==> src/rtl/rs_flag_sequencer_pkg.sv <==
// Shared definitions for the RS flag sequencer: FSM state encodings, op codes
// and a width helper used to size pointers and counters.
package rs_flag_sequencer_pkg;

  typedef enum logic [1:0] {
    ST_IDLE  = 2'd0,
    ST_PULSE = 2'd1,
    ST_CHECK = 2'd2,
    ST_RESP  = 2'd3
  } state_e;

  localparam logic OP_SET = 1'b1;
  localparam logic OP_RST = 1'b0;

  function automatic int unsigned min1_clog2(input int unsigned n);
    return (n > 1) ? $clog2(n) : 1;
  endfunction

endpackage

==> src/rtl/rs_flag_sequencer_rr_arbiter.sv <==
// Combinational round-robin pick: the first set request at or after the
// pointer, searched circularly; one-hot grant, binary index and valid flag.
module rs_flag_sequencer_rr_arbiter #(
  parameter int unsigned NREQ = 2,
  parameter int unsigned PW   = 1
) (
  input  logic [NREQ-1:0] req_i,
  input  logic [PW-1:0]   ptr_i,
  output logic [NREQ-1:0] gnt_o,
  output logic [PW-1:0]   idx_o,
  output logic            valid_o
);

  always_comb begin
    int unsigned k;
    k       = 0;
    gnt_o   = '0;
    idx_o   = '0;
    valid_o = 1'b0;
    for (int unsigned i = 0; i < NREQ; i++) begin
      k = (32'(ptr_i) + i) % NREQ;
      if (!valid_o && req_i[k]) begin
        valid_o  = 1'b1;
        gnt_o[k] = 1'b1;
        idx_o    = PW'(k);
      end
    end
  end

endmodule

==> src/rtl/rs_flag_sequencer.sv <==
// Round-robin sequencer sharing a bank of RS flip-flops between requesters:
// each granted command pulses one S or R line, then reads Q back to confirm.
module rs_flag_sequencer #(
  parameter int unsigned NREQ      = 2,
  parameter int unsigned NFF       = 4,
  parameter int unsigned IDXW      = 2,
  parameter int unsigned PULSE_LEN = 2
) (
  input  logic                   CLK_in,
  input  logic                   RST_in,
  input  logic [NREQ-1:0]        REQ_in,
  input  logic [NREQ-1:0]        OP_in,
  input  logic [NREQ*IDXW-1:0]   IDX_in,
  input  logic [NFF-1:0]         Q_in,
  output logic [NREQ-1:0]        GNT_out,
  output logic [NREQ-1:0]        DONE_out,
  output logic                   ERR_out,
  output logic [NFF-1:0]         S_out,
  output logic [NFF-1:0]         R_out
);
  import rs_flag_sequencer_pkg::*;

  localparam int unsigned PW = min1_clog2(NREQ);
  localparam int unsigned CW = min1_clog2(PULSE_LEN + 1);

  state_e          state_q;
  logic [PW-1:0]   ptr_q;
  logic [PW-1:0]   winidx_q;
  logic [NREQ-1:0] win_q;
  logic            op_q;
  logic            oor_q;
  logic [NFF-1:0]  mask_q;
  logic [CW-1:0]   cnt_q;

  logic [NREQ-1:0] arb_gnt;
  logic [PW-1:0]   arb_idx;
  logic            arb_valid;
  logic            op_d;
  logic            oor_d;
  logic [IDXW-1:0] idx_d;
  logic [NFF-1:0]  mask_d;
  logic [PW-1:0]   ptr_d;

  rs_flag_sequencer_rr_arbiter #(
    .NREQ (NREQ),
    .PW   (PW)
  ) u_arb (
    .req_i   (REQ_in),
    .ptr_i   (ptr_q),
    .gnt_o   (arb_gnt),
    .idx_o   (arb_idx),
    .valid_o (arb_valid)
  );

  // Mask stays all-zero for an out-of-range index, so no line can pulse.
  always_comb begin
    op_d  = 1'b0;
    idx_d = '0;
    for (int unsigned k = 0; k < NREQ; k++) begin
      if (arb_gnt[k]) begin
        op_d  = OP_in[k];
        idx_d = IDX_in[k*IDXW +: IDXW];
      end
    end
    oor_d  = (32'(idx_d) >= NFF);
    mask_d = '0;
    for (int unsigned f = 0; f < NFF; f++) begin
      mask_d[f] = (32'(idx_d) == f);
    end
    ptr_d = (winidx_q == PW'(NREQ - 1)) ? '0 : winidx_q + PW'(1);
  end

  always_ff @(posedge CLK_in) begin
    if (RST_in) begin
      state_q  <= ST_IDLE;
      ptr_q    <= '0;
      winidx_q <= '0;
      win_q    <= '0;
      op_q     <= 1'b0;
      oor_q    <= 1'b0;
      mask_q   <= '0;
      cnt_q    <= '0;
      GNT_out  <= '0;
      DONE_out <= '0;
      ERR_out  <= 1'b0;
      S_out    <= '0;
      R_out    <= '0;
    end else begin
      GNT_out  <= '0;
      DONE_out <= '0;
      ERR_out  <= 1'b0;
      case (state_q)
        ST_IDLE: begin
          if (arb_valid) begin
            win_q    <= arb_gnt;
            winidx_q <= arb_idx;
            op_q     <= op_d;
            oor_q    <= oor_d;
            mask_q   <= mask_d;
            cnt_q    <= CW'(1);
            GNT_out  <= arb_gnt;
            S_out    <= (op_d == OP_SET) ? mask_d : '0;
            R_out    <= (op_d == OP_RST) ? mask_d : '0;
            state_q  <= ST_PULSE;
          end
        end
        ST_PULSE: begin
          if (oor_q) begin
            DONE_out <= win_q;
            ERR_out  <= 1'b1;
            state_q  <= ST_RESP;
          end else if (cnt_q == CW'(PULSE_LEN)) begin
            S_out   <= '0;
            R_out   <= '0;
            state_q <= ST_CHECK;
          end else begin
            cnt_q <= cnt_q + CW'(1);
          end
        end
        ST_CHECK: begin
          DONE_out <= win_q;
          ERR_out  <= ((|(Q_in & mask_q)) != op_q);
          state_q  <= ST_RESP;
        end
        ST_RESP: begin
          ptr_q   <= ptr_d;
          state_q <= ST_IDLE;
        end
        default: state_q <= ST_IDLE;
      endcase
    end
  end

endmodule
==> config.mk <==
export PLATFORM = sky130hd
export DESIGN_NAME = rs_flag_sequencer
export DESIGN_NICKNAME = d
export VERILOG_FILES = /design/src/rtl/rs_flag_sequencer_pkg.sv /design/src/rtl/rs_flag_sequencer_rr_arbiter.sv /design/src/rtl/rs_flag_sequencer.sv
export SDC_FILE = /design/constraint.sdc
export NUM_CORES = 1
export LEC_CHECK = 0
export BUFFER_PORTS_ARGS = -buffer_cell sky130_fd_sc_hd__buf_2
export CAP_MARGIN = 20
export CORE_ASPECT_RATIO = 1.25
export CORE_UTILIZATION = 32
export DETAILED_ROUTE_END_ITERATION = 16
export GPL_TIMING_DRIVEN = 0
export PLACE_DENSITY_LB_ADDON = 0.15
export SETUP_SLACK_MARGIN = 0.3
export SKIP_LAST_GASP = 1
export SLEW_MARGIN = 40
export SYNTH_ARGS = -nofsm -noshare
export SYNTH_HDL_FRONTEND = slang
export SYNTH_SLANG_ARGS = --single-unit
==> constraint.sdc <==
create_clock -name CLK_in -period 1.91 [get_ports CLK_in]
set_input_delay 0.4775 -clock CLK_in [delete_from_list [all_inputs] [get_ports CLK_in]]
set_output_delay 0.4775 -clock CLK_in [all_outputs]
set_load 0.01 [all_outputs]
==> flow_summary.ini, run 1 <==
[synth]
synth_top_area_share_pct = 45.5
synth_xor_area_share_pct = 0
synth_top_cell_by_area = dfxtp_1
seq_area_frac_synth_pct = 45.5
synth.distinct_cells = 34
synth.area.mux_share_pct = 1.75
syn_area_per_cell_um2 = 10.2
synth_edf_count = 0
synthArstFlopShare_pct = 0
netlist_instances = 112
synth_compound_area_share_pct = 30.7
synth.most_common_cell = dfxtp_1
yosys-top-cells-area = dfxtp_1, o41ai_1, ha_1
synthSimpleGateAreaFrac_pct = 12.4
synth_top_family_by_area = compound AO/OA/AOI/OAI gates
ys.flop_type = dfxtp_1
yosys_warnings = 0
syn-num-nets = 131
synthTopCellsByCount = dfxtp_1, o211ai_1, o41ai_1
synth-seq-cells = 26
synth-adder-area-share_pct = 5.47
netlist_area_um2 = 1140

[timing]
fin_crit_ns = 1.56
hold_violations = 0
fin_crit_sh_pct = 81.7
setup_viol = 0
finalMaxSlewViolations = 0
tightest_slew_ns = 0.653
skew_ns = 0.00174
worst_slack_ns = 0.349
max_freq_ghz = 0.641
slew-limit-headroom_pct = 56.5
rsz0062_at_grt = true

[die]
die_h_um = 68.8
ios = 27
initial_core_util_pct = 34.6
dieArea_um2 = 3820
core-area_um2 = 3310
die_w_um = 55.5
rows = 23

[clock_network]
cts_tree = done
cts.sinks = 26
clk_path_buf_depth = 2
clock_latency_ns = 0.27
cts_root_buf = clkbuf_8
h-tree-depth = 1
cts_hold_buf = 0
numCtsBuffers = 3
clk_pin_slew_ns = 0.09

[worst_hold_path]
hold_class = reg -> reg

[global_route]
grt_pass1_wl_um = 4600
grt_pass1_vias = 1029
grt_use_total_pct = 15.5
antenna_found_initial = 0
grt_max_degree = 16
overflow = 0

[setup_path]
worstPathMaxFanout = 7
cp_top_family = compound AO/OA/AOI/OAI gates
worst_path_max_delay_cell = a32oi_1
endpoint_kind = flip-flop
worst-setup-path-type = reg -> reg
regToRegSetupSlack_ns = 0.35
critical_path.max_stage_delay_ns = 0.60
path_cells = nand2b_1 > a32oi_1 > o31ai_1
critical_path_arrival_ns = 1.69
worstSetupStartpointType = flip-flop
required_ns = 2.04
cp.buffers_inverters = 0

[run]
maxCapViolCount = 0

[pwr]
p_clk_share_pct = 23.7
share_comb_of_total_power_pct = 39.0
power_leakage_nw = 0.675
p_sw_uw = 667
power_frac_seq_pct = 37.3
p_total_mw = 1.93
p_sw_share_pct = 34.5
peakVddDrop_v = 0.000653
powerDensity_nw_per_um2 = 1270
power.internal_mw = 1.27

[finish]
fin_nets = 164
drive_above_1_share_pct = 40.3
syn2layout_area_growth_pct = 33.3
num_antenna_cells = 0
fin_area_um2 = 1520

[outcome]
status = finished clean

[place]
place_hpwl_um = 1950
io_buffers = 25
placed_area_um2 = 1320
gp_congestion = 0.720
pre_cts_slack_ns = -0.000354

[detailed_routing]
drt_iter0_markers = 23
ant_nets = 0
routed_wl_um = 2710
dr.pass1.iters = 4
route.detailed.wl_per_inst_um = 15.0
vias = 1006
drc = 0
via_per_inst = 5.56
power groups by stage:
stage          sequential (mW)  combinational, mW  clock (mW)
6_report                 0.722              0.754       0.458
5_1_grt                  0.735              0.841       0.484
4_1_cts                  0.709              0.709       0.470
3_5_place_dp             0.716              0.605           0
3_3_place_gp             0.712              0.594           0
2_1_floorplan            0.717              0.440           0
repair_timing:
item,in CTS,in global routing
buffers inserted,2,1
pin swaps,1,2
gates resized for setup,10,15
endpoints found under the setup margin,10,10
layout make-up:
type	instances	area, um2
Buffer	5	30.0
Clock buffer	3	41.3
Clock inverter	1	30.0
Fill cell	323	1790
Inverter	5	25.0
Multi-Input combinational cell	76	678
Sequential cell	26	526
Tap cell	37	46.3
Timing Repair Buffer	28	148
layer usage:
| metal | vias up | GRT usage, % | wire length, um |
|---|---|---|---|
| met2 | 27 | 28.9 | 1360 |
| met4 | 0 | 5.63 | 18 |
| met5 | - | 0 | 0 |
| met1 | 472 | 18.2 | 1230 |
| li1 | 505 | - | - |
| met3 | 2 | 2.61 | 109 |
cells in the final DEF (no fill, tap or decap), types with 4 or more instances in the layout:
master,Yosys,routed
nand3_1,5,5
o31ai_1,6,6
o211ai_1,8,8
o41ai_2,0,6
dfxtp_1,26,24
nor2_1,5,5
a21o_1,4,4
buf_2,2,27
state kept, by name (all words and copies together) (netlist names):
register and count:
GNT_out 2, win_q 2, ERR_out 1, op_q 1, S_out 4, winidx_q 1
cnt_q 2, state_q 2, mask_q 4, R_out 4, DONE_out 2, ptr_q 1
cell families after synthesis:
group,count (synthesis)
AOI/OAI and AO/OA,44
DFF,26
and+or+nand+nor,25
buffers and inverters,10
adders and majority gates,5
muxes,2
stage by stage:
step | utilization [%] | TNS [ns] | hold WS [ns] | instances
after floorplan | - | 0 | 0.418 | 112
after global placement | 39.7 | 0 | 0.427 | 174
after detailed placement | 39.7 | -0.000354 | 0.443 | 174
after CTS | 43.7 | 0 | 0.465 | 180
after global routing | 46.0 | 0 | 0.482 | 181
final | 46.0 | 0 | 0.469 | 181
worst paths after layout:
| kind | startpoint | endpoint | depth (start not counted) |
|---|---|---|---|
| setup / recovery | ptr_q | mask_q[1] | 3 |
| hold / removal | win_q[1] | win_q[1] | 1 |
| setup reg to reg | ptr_q | mask_q[1] | 3 |
| hold reg to reg | win_q[1] | win_q[1] | 1 |
No activity file was read; power rests on OpenSTA's default activity.
==> run 2, diff against run 1 <==
==> constraint.sdc (replaced) <==
create_clock -name CLK_in -period 1.6 [get_ports CLK_in]
set_input_delay 0.4 -clock CLK_in [delete_from_list [all_inputs] [get_ports CLK_in]]
set_output_delay 0.4 -clock CLK_in [all_outputs]
set_load 0.01 [all_outputs]
==> run 2 against run 1 <==
First-iteration DRC count shrank 4.3%. Fmax is 9.4% higher. Critical path type unchanged. Highest routed layer unchanged. Global-route usage up 0.18 points. Wire length up 5.5%. Sequential cell count did not move. Die area did not move. Largest cell class unchanged. Clock-buffer cell count did not move. Critical path depth rose by 3. Register-to-register slack got worse by 0.18 ns. Final cell count grew 2.2%.
==> flow_summary.ini, run 2 (synthesis gave the netlist of run 1 again) <==
[finish]
syn2layout_area_growth_pct = 48.9
final_cell_mix = buf_2, dfxtp_1, o211ai_1
fin_nets = 168
drive_above_1_share_pct = 52.0
num_antenna_cells = 0
top_regs = R_out (4), S_out (4), mask_q (4)
layout_commonest_cell = buf_2
finalCoreUtilization_pct = 51.5

[clock_network]
cts_tree = done
cts.sinks = 26
clock_latency_ns = 0.28
clk_pin_slew_ns = 0.09
clk_path_buf_depth = 2
h-tree-depth = 1
numCtsBuffers = 3
cts_root_buf = clkbuf_8

[timing]
max_freq_ghz = 0.701
slew-limit-headroom_pct = 72.4
tightest_slew_ns = 0.414
hold_violations = 0
setup_viol = 0
rsz0062_at_grt = true
finalMaxSlewViolations = 0
fin_crit_ns = 1.43
worst_slack_ns = 0.172
fin_crit_sh_pct = 89.2
skew_ns = 0.00361

[die]
die_w_um = 55.5
core-area_um2 = 3310
dieArea_um2 = 3820
ios = 27
initial_core_util_pct = 34.6
die_h_um = 68.8
rows = 23

[global_route]
antenna_found_initial = 0
grt_use_total_pct = 15.7
grt_pass1_vias = 1008
grt_max_degree = 16
overflow = 0
grt_pass1_wl_um = 4600

[detailed_routing]
routed_wl_um = 2860
via_per_inst = 5.58
drc = 0
ant_nets = 0
route.detailed.wl_per_inst_um = 15.4
vias = 1032
drt_iter0_markers = 22
dr.pass1.iters = 4

[place]
io_buffers = 25
pre_cts_slack_ns = -0.129
gp_congestion = 0.699
place_hpwl_um = 2020

[worst_hold_path]
hold_depth = 2
worstHoldStart = RST_in
hold_end = cnt_q[1]
hold_class = in -> reg

[pwr]
powerDensity_nw_per_um2 = 1510
peakVddDrop_v = 0.000737
power_leakage_nw = 0.743

[setup_path]
r2r-end = S_out[1]
worst_path_max_delay_cell = dfxtp_4
required_ns = 1.78
worstPathMaxFanout = 8
path_cells = inv_4 > ha_4 > o21ai_4 > or3_1 > buf_6 > o41ai_2
endpoint_kind = flip-flop
critical_path_arrival_ns = 1.61
critical_path.max_stage_delay_ns = 0.38
worstSetupStartpointType = flip-flop
worst-setup-path-type = reg -> reg
regToRegSetupSlack_ns = 0.17
worst-r2r-cell-count = 6
r2r-start = state_q[0]

[run]
maxCapViolCount = 0

[outcome]
status = finished clean
run 2: power breakdown:
group | total (mW) | switching, mW | internal, mW | leakage (nW)
sequential | 0.861 | 0.0802 | 0.781 | 0.213
combinational | 1.16 | 0.610 | 0.551 | 0.494
clock | 0.554 | 0.219 | 0.335 | 0.0357
run 2: stage by stage:
| stage | hold WS, ns | power [mW] | instance area, um2 | std cells | setup TNS (ns) |
|---|---|---|---|---|---|
| 6_report | 0.432 | 2.58 | 1700 | 185 | 0 |
| 5_1_grt | 0.455 | 2.74 | 1700 | 185 | 0 |
| 4_1_cts | 0.430 | 2.48 | 1590 | 184 | 0 |
| 3_5_place_dp | 0.430 | 1.70 | 1410 | 174 | -1.17 |
| 3_3_place_gp | 0.432 | 1.67 | 1410 | 174 | -0.971 |
| 2_1_floorplan | 0.418 | 1.48 | 1240 | 112 | 0 |
run 2: how the worst max path moves through the flow:
stage                     from  endpoint  slack [ns]  cells after the start
floorplan           state_q[1]  S_out[0]        0.18                      6
CTS                 state_q[0]  S_out[1]        0.17                      6
detailed placement      RST_in  S_out[1]       -0.13                      5
global placement     REQ_in[0]  S_out[3]       -0.10                      4
global route        state_q[1]  S_out[2]        0.12                      5
finish              state_q[0]  S_out[1]        0.17                      6
run 2: metal layers:
layer  up-vias  share of wire [%]  track usage [%]
li1        521                  -                -
met1       477                 44             18.1
met2        29                 50             28.0
met3         5                4.3             3.17
met4         0                1.7             8.13
met5         -                  0                0
run 2: critical path: cells and delay by family, from the launching register on:
family	cells	cell delay [ns]
flip-flops	1	0.38
AO/OA/AOI/OAI	2	0.26
buffers and inverters	2	0.22
AND/OR/NAND/NOR	1	0.32
adder cells (fa/ha/maj)	1	0.15
run 2: what timing repair did:
item,CTS,global route
setup endpoints to repair,17,20
cloned,0,0
endpoints found under the hold margin,0,0
hold buffers,0,0
buffers inserted,6,1
resized for setup,15,19
pin swaps,2,7
run 2: cell type report:
type	instances	area, um2
clock inverters	1	30.0
plain buffers	5	37.5
fillers	285	1610
flip-flops and latches	26	526
well taps	37	46.3
multi-input cells	76	820
repair buffers	32	178
clock buffers	3	41.3
inverters	5	25.0
==> run 3, diff against run 2 <==
--- a/config.mk
+++ b/config.mk
@@ -17,4 +17,5 @@
 export SLEW_MARGIN = 40
 export SYNTH_ARGS = -nofsm -noshare
 export SYNTH_HDL_FRONTEND = slang
+export SYNTH_HIERARCHICAL = 1
 export SYNTH_SLANG_ARGS = --single-unit
==> constraint.sdc (replaced) <==
create_clock -name CLK_in -period 1.6 [get_ports CLK_in]
set_input_delay 0.4 -clock CLK_in [delete_from_list [all_inputs] [get_ports CLK_in]]
set_output_delay 0.4 -clock CLK_in [all_outputs]
set_load 0.05 [all_outputs]
==> run 3 against run 2 <==
The flow now finishes with violations (DRC). First-iteration DRC count down 4.5%. Die area up 9.2%. Sequential share of layout area decreased by 1.2 points. Synthesized cell count is 20% higher. Fmax fell by 1.0%. Largest power group unchanged.
==> flow_summary.ini, run 3 <==
[synth]
synth.distinct_cells = 41
syn_area_per_cell_um2 = 9.35
ys.flop_type = dfxtp_1
syn-num-nets = 154
synth_top_cell_by_area = dfxtp_1
synth_top_area_share_pct = 41.6
yosys_warnings = 6
synth.most_common_cell = dfxtp_1
synth_edf_count = 0
synth-seq-cells = 26
synthArstFlopShare_pct = 0
netlist_instances = 134
seq_area_frac_synth_pct = 41.6
yosys-top-cells-area = dfxtp_1, ha_1, a22o_1
synthTopCellsByCount = dfxtp_1, nand2_1, nor2_1
netlist_area_um2 = 1250

[finish]
num_antenna_cells = 0
fin_nets = 197
final_cell_mix = dfxtp_1, buf_2, buf_4
layout_commonest_cell = dfxtp_1
syn2layout_area_growth_pct = 43.4
instances_no_fill = 216
fin_area_um2 = 1800
top_regs = R_out (4), S_out (4), mask_q (4)
drive_above_1_share_pct = 47.2

[global_route]
antenna_found_initial = 0
overflow = 0
top_usage_layer = met2
grt_use_total_pct = 14.8
grt_pass1_wl_um = 4800
grt_use_met1_pct = 17.4
use_met3_pct = 2.14
grt_pass1_vias = 1085
grt.met2_usage_pct = 27.2
grt_max_degree = 15

[die]
core-area_um2 = 3750
rows = 25
initial_core_util_pct = 33.4
die_h_um = 71.9
ios = 27
dieArea_um2 = 4170
die_w_um = 58.0

[setup_path]
worst-r2r-cell-count = 5
worstPathMaxFanout = 4
worstSetupStartpointType = flip-flop
required_ns = 1.79
endpoint_kind = flip-flop
critical_path_arrival_ns = 1.63
worst-setup-path-type = reg -> reg
critical_path.max_stage_delay_ns = 0.37
worst_path_max_delay_cell = dfxtp_4
path_cells = a21boi_4 > buf_4 > nand2_1 > o32a_1 > a211oi_1

[outcome]
status = complete, but fails checks
violations = DRC

[worst_hold_path]
hold_class = reg -> reg
hold_depth = 2

[clock_network]
h-tree-depth = 1
clock_latency_ns = 0.27
clk_pin_slew_ns = 0.09
cts.sinks = 26
cts_root_buf = clkbuf_8
numCtsBuffers = 3
clk_path_buf_depth = 2
cts_tree = done
cts_hold_buf = 0

[pwr]
power_frac_seq_pct = 32.4
p_total_mw = 2.82
p_clk_share_pct = 15.0
p_sw_share_pct = 38.9
powerDensity_nw_per_um2 = 1570
p_sw_mw = 1.10
peakVddDrop_v = 0.00100
power_leakage_nw = 0.736
share_comb_of_total_power_pct = 52.6
power.internal_mw = 1.72

[timing]
hold_violations = 0
fin_crit_sh_pct = 90.1
slew-limit-headroom_pct = 73.8
worst_slack_ns = 0.158
max_freq_ghz = 0.693
tightest_slew_ns = 0.394
rsz0062_at_grt = true
setup_viol = 0
skew_ns = 0.00244
finalMaxSlewViolations = 0
fin_crit_ns = 1.44
hold_ws_ns = 0.428

[place]
placed_area_um2 = 1520
io_buffers = 26
gp_congestion = 0.820
pre_cts_slack_ns = -0.0764
place_hpwl_um = 2170
dp_cells = 200

[run]
maxCapViolCount = 0

[detailed_routing]
via_per_inst = 5.23
routed_wl_um = 2950
drc = 2
vias = 1129
route.detailed.wl_per_inst_um = 13.7
ant_nets = 0
drt_iter0_markers = 21
dr.pass1.iters = 10
==> run 3: what timing repair did <==
action / in CTS / in global routing
setup endpoints to repair: 20 / 25
buffers inserted: 11 / 0
gates cloned: 1 / 0
resized for setup: 19 / 19
pin swaps: 10 / 13
==> run 3: power by group through the flow <==
stage          combinational, mW  clock, mW  sequential (mW)
3_3_place_gp                1.11          0            0.907
5_1_grt                     1.62      0.457            0.927
2_1_floorplan              0.806          0             1.00
3_5_place_dp                1.13          0            0.916
4_1_cts                     1.40      0.432            0.910
6_report                    1.48      0.422            0.912
==> run 3: kinds of logic (layout without fill, tap and decap cells) <==
kind of cell | count (synthesis) | in the layout | synth area share, %
buf+inv | 11 | 53 | 3.50
mux | 1 | 1 | 0.799
compound gates | 43 | 43 | 26.3
flops | 26 | 26 | 41.6
fa+ha+maj | 6 | 6 | 5.99
simple gates | 47 | 47 | 21.9
==> run 3: worst paths after layout <==
check | slack (ns) | startpoint | endpoint
max reg2reg | 0.16 | ptr_q | mask_q[1]
min | 0.43 | win_q[1] | DONE_out[1]
min reg2reg | 0.43 | win_q[1] | DONE_out[1]
max | 0.16 | ptr_q | mask_q[1]
==> run 3: layer usage <==
metal  share of wire [%]  routed length, um
met1                  42               1250
met2                  55               1620
met3                 1.8                 54
met4                 1.0                 30
met5                   0                  0
==> run 3: final cells by class <==
type                       instances  area (um2)
fill                             364        1960
multi-input combinational         97         857
sequential                        26         533
timing repair buffer              38         240
clock buffer                       4        55.1
tap                               40        50.0
inverter                           7        31.3
buffer                             4        28.8
==> run 3: stage by stage <==
step | utilization [%] | TNS (ns)
2_1_floorplan | - | 0
3_3_place_gp | 40.4 | -0.330
3_5_place_dp | 40.4 | -0.516
4_1_cts | 45.9 | 0
5_1_grt | 47.8 | 0
6_report | 47.8 | 0
==> run 3: worst max-delay path, delay by kind of cell, from the launching register on <==
family                 cells  cell delay [ns]
flip-flops                 1             0.37
AO/OA/AOI/OAI              3             0.77
buffers and inverters      1             0.16
AND/OR/NAND/NOR            1             0.06
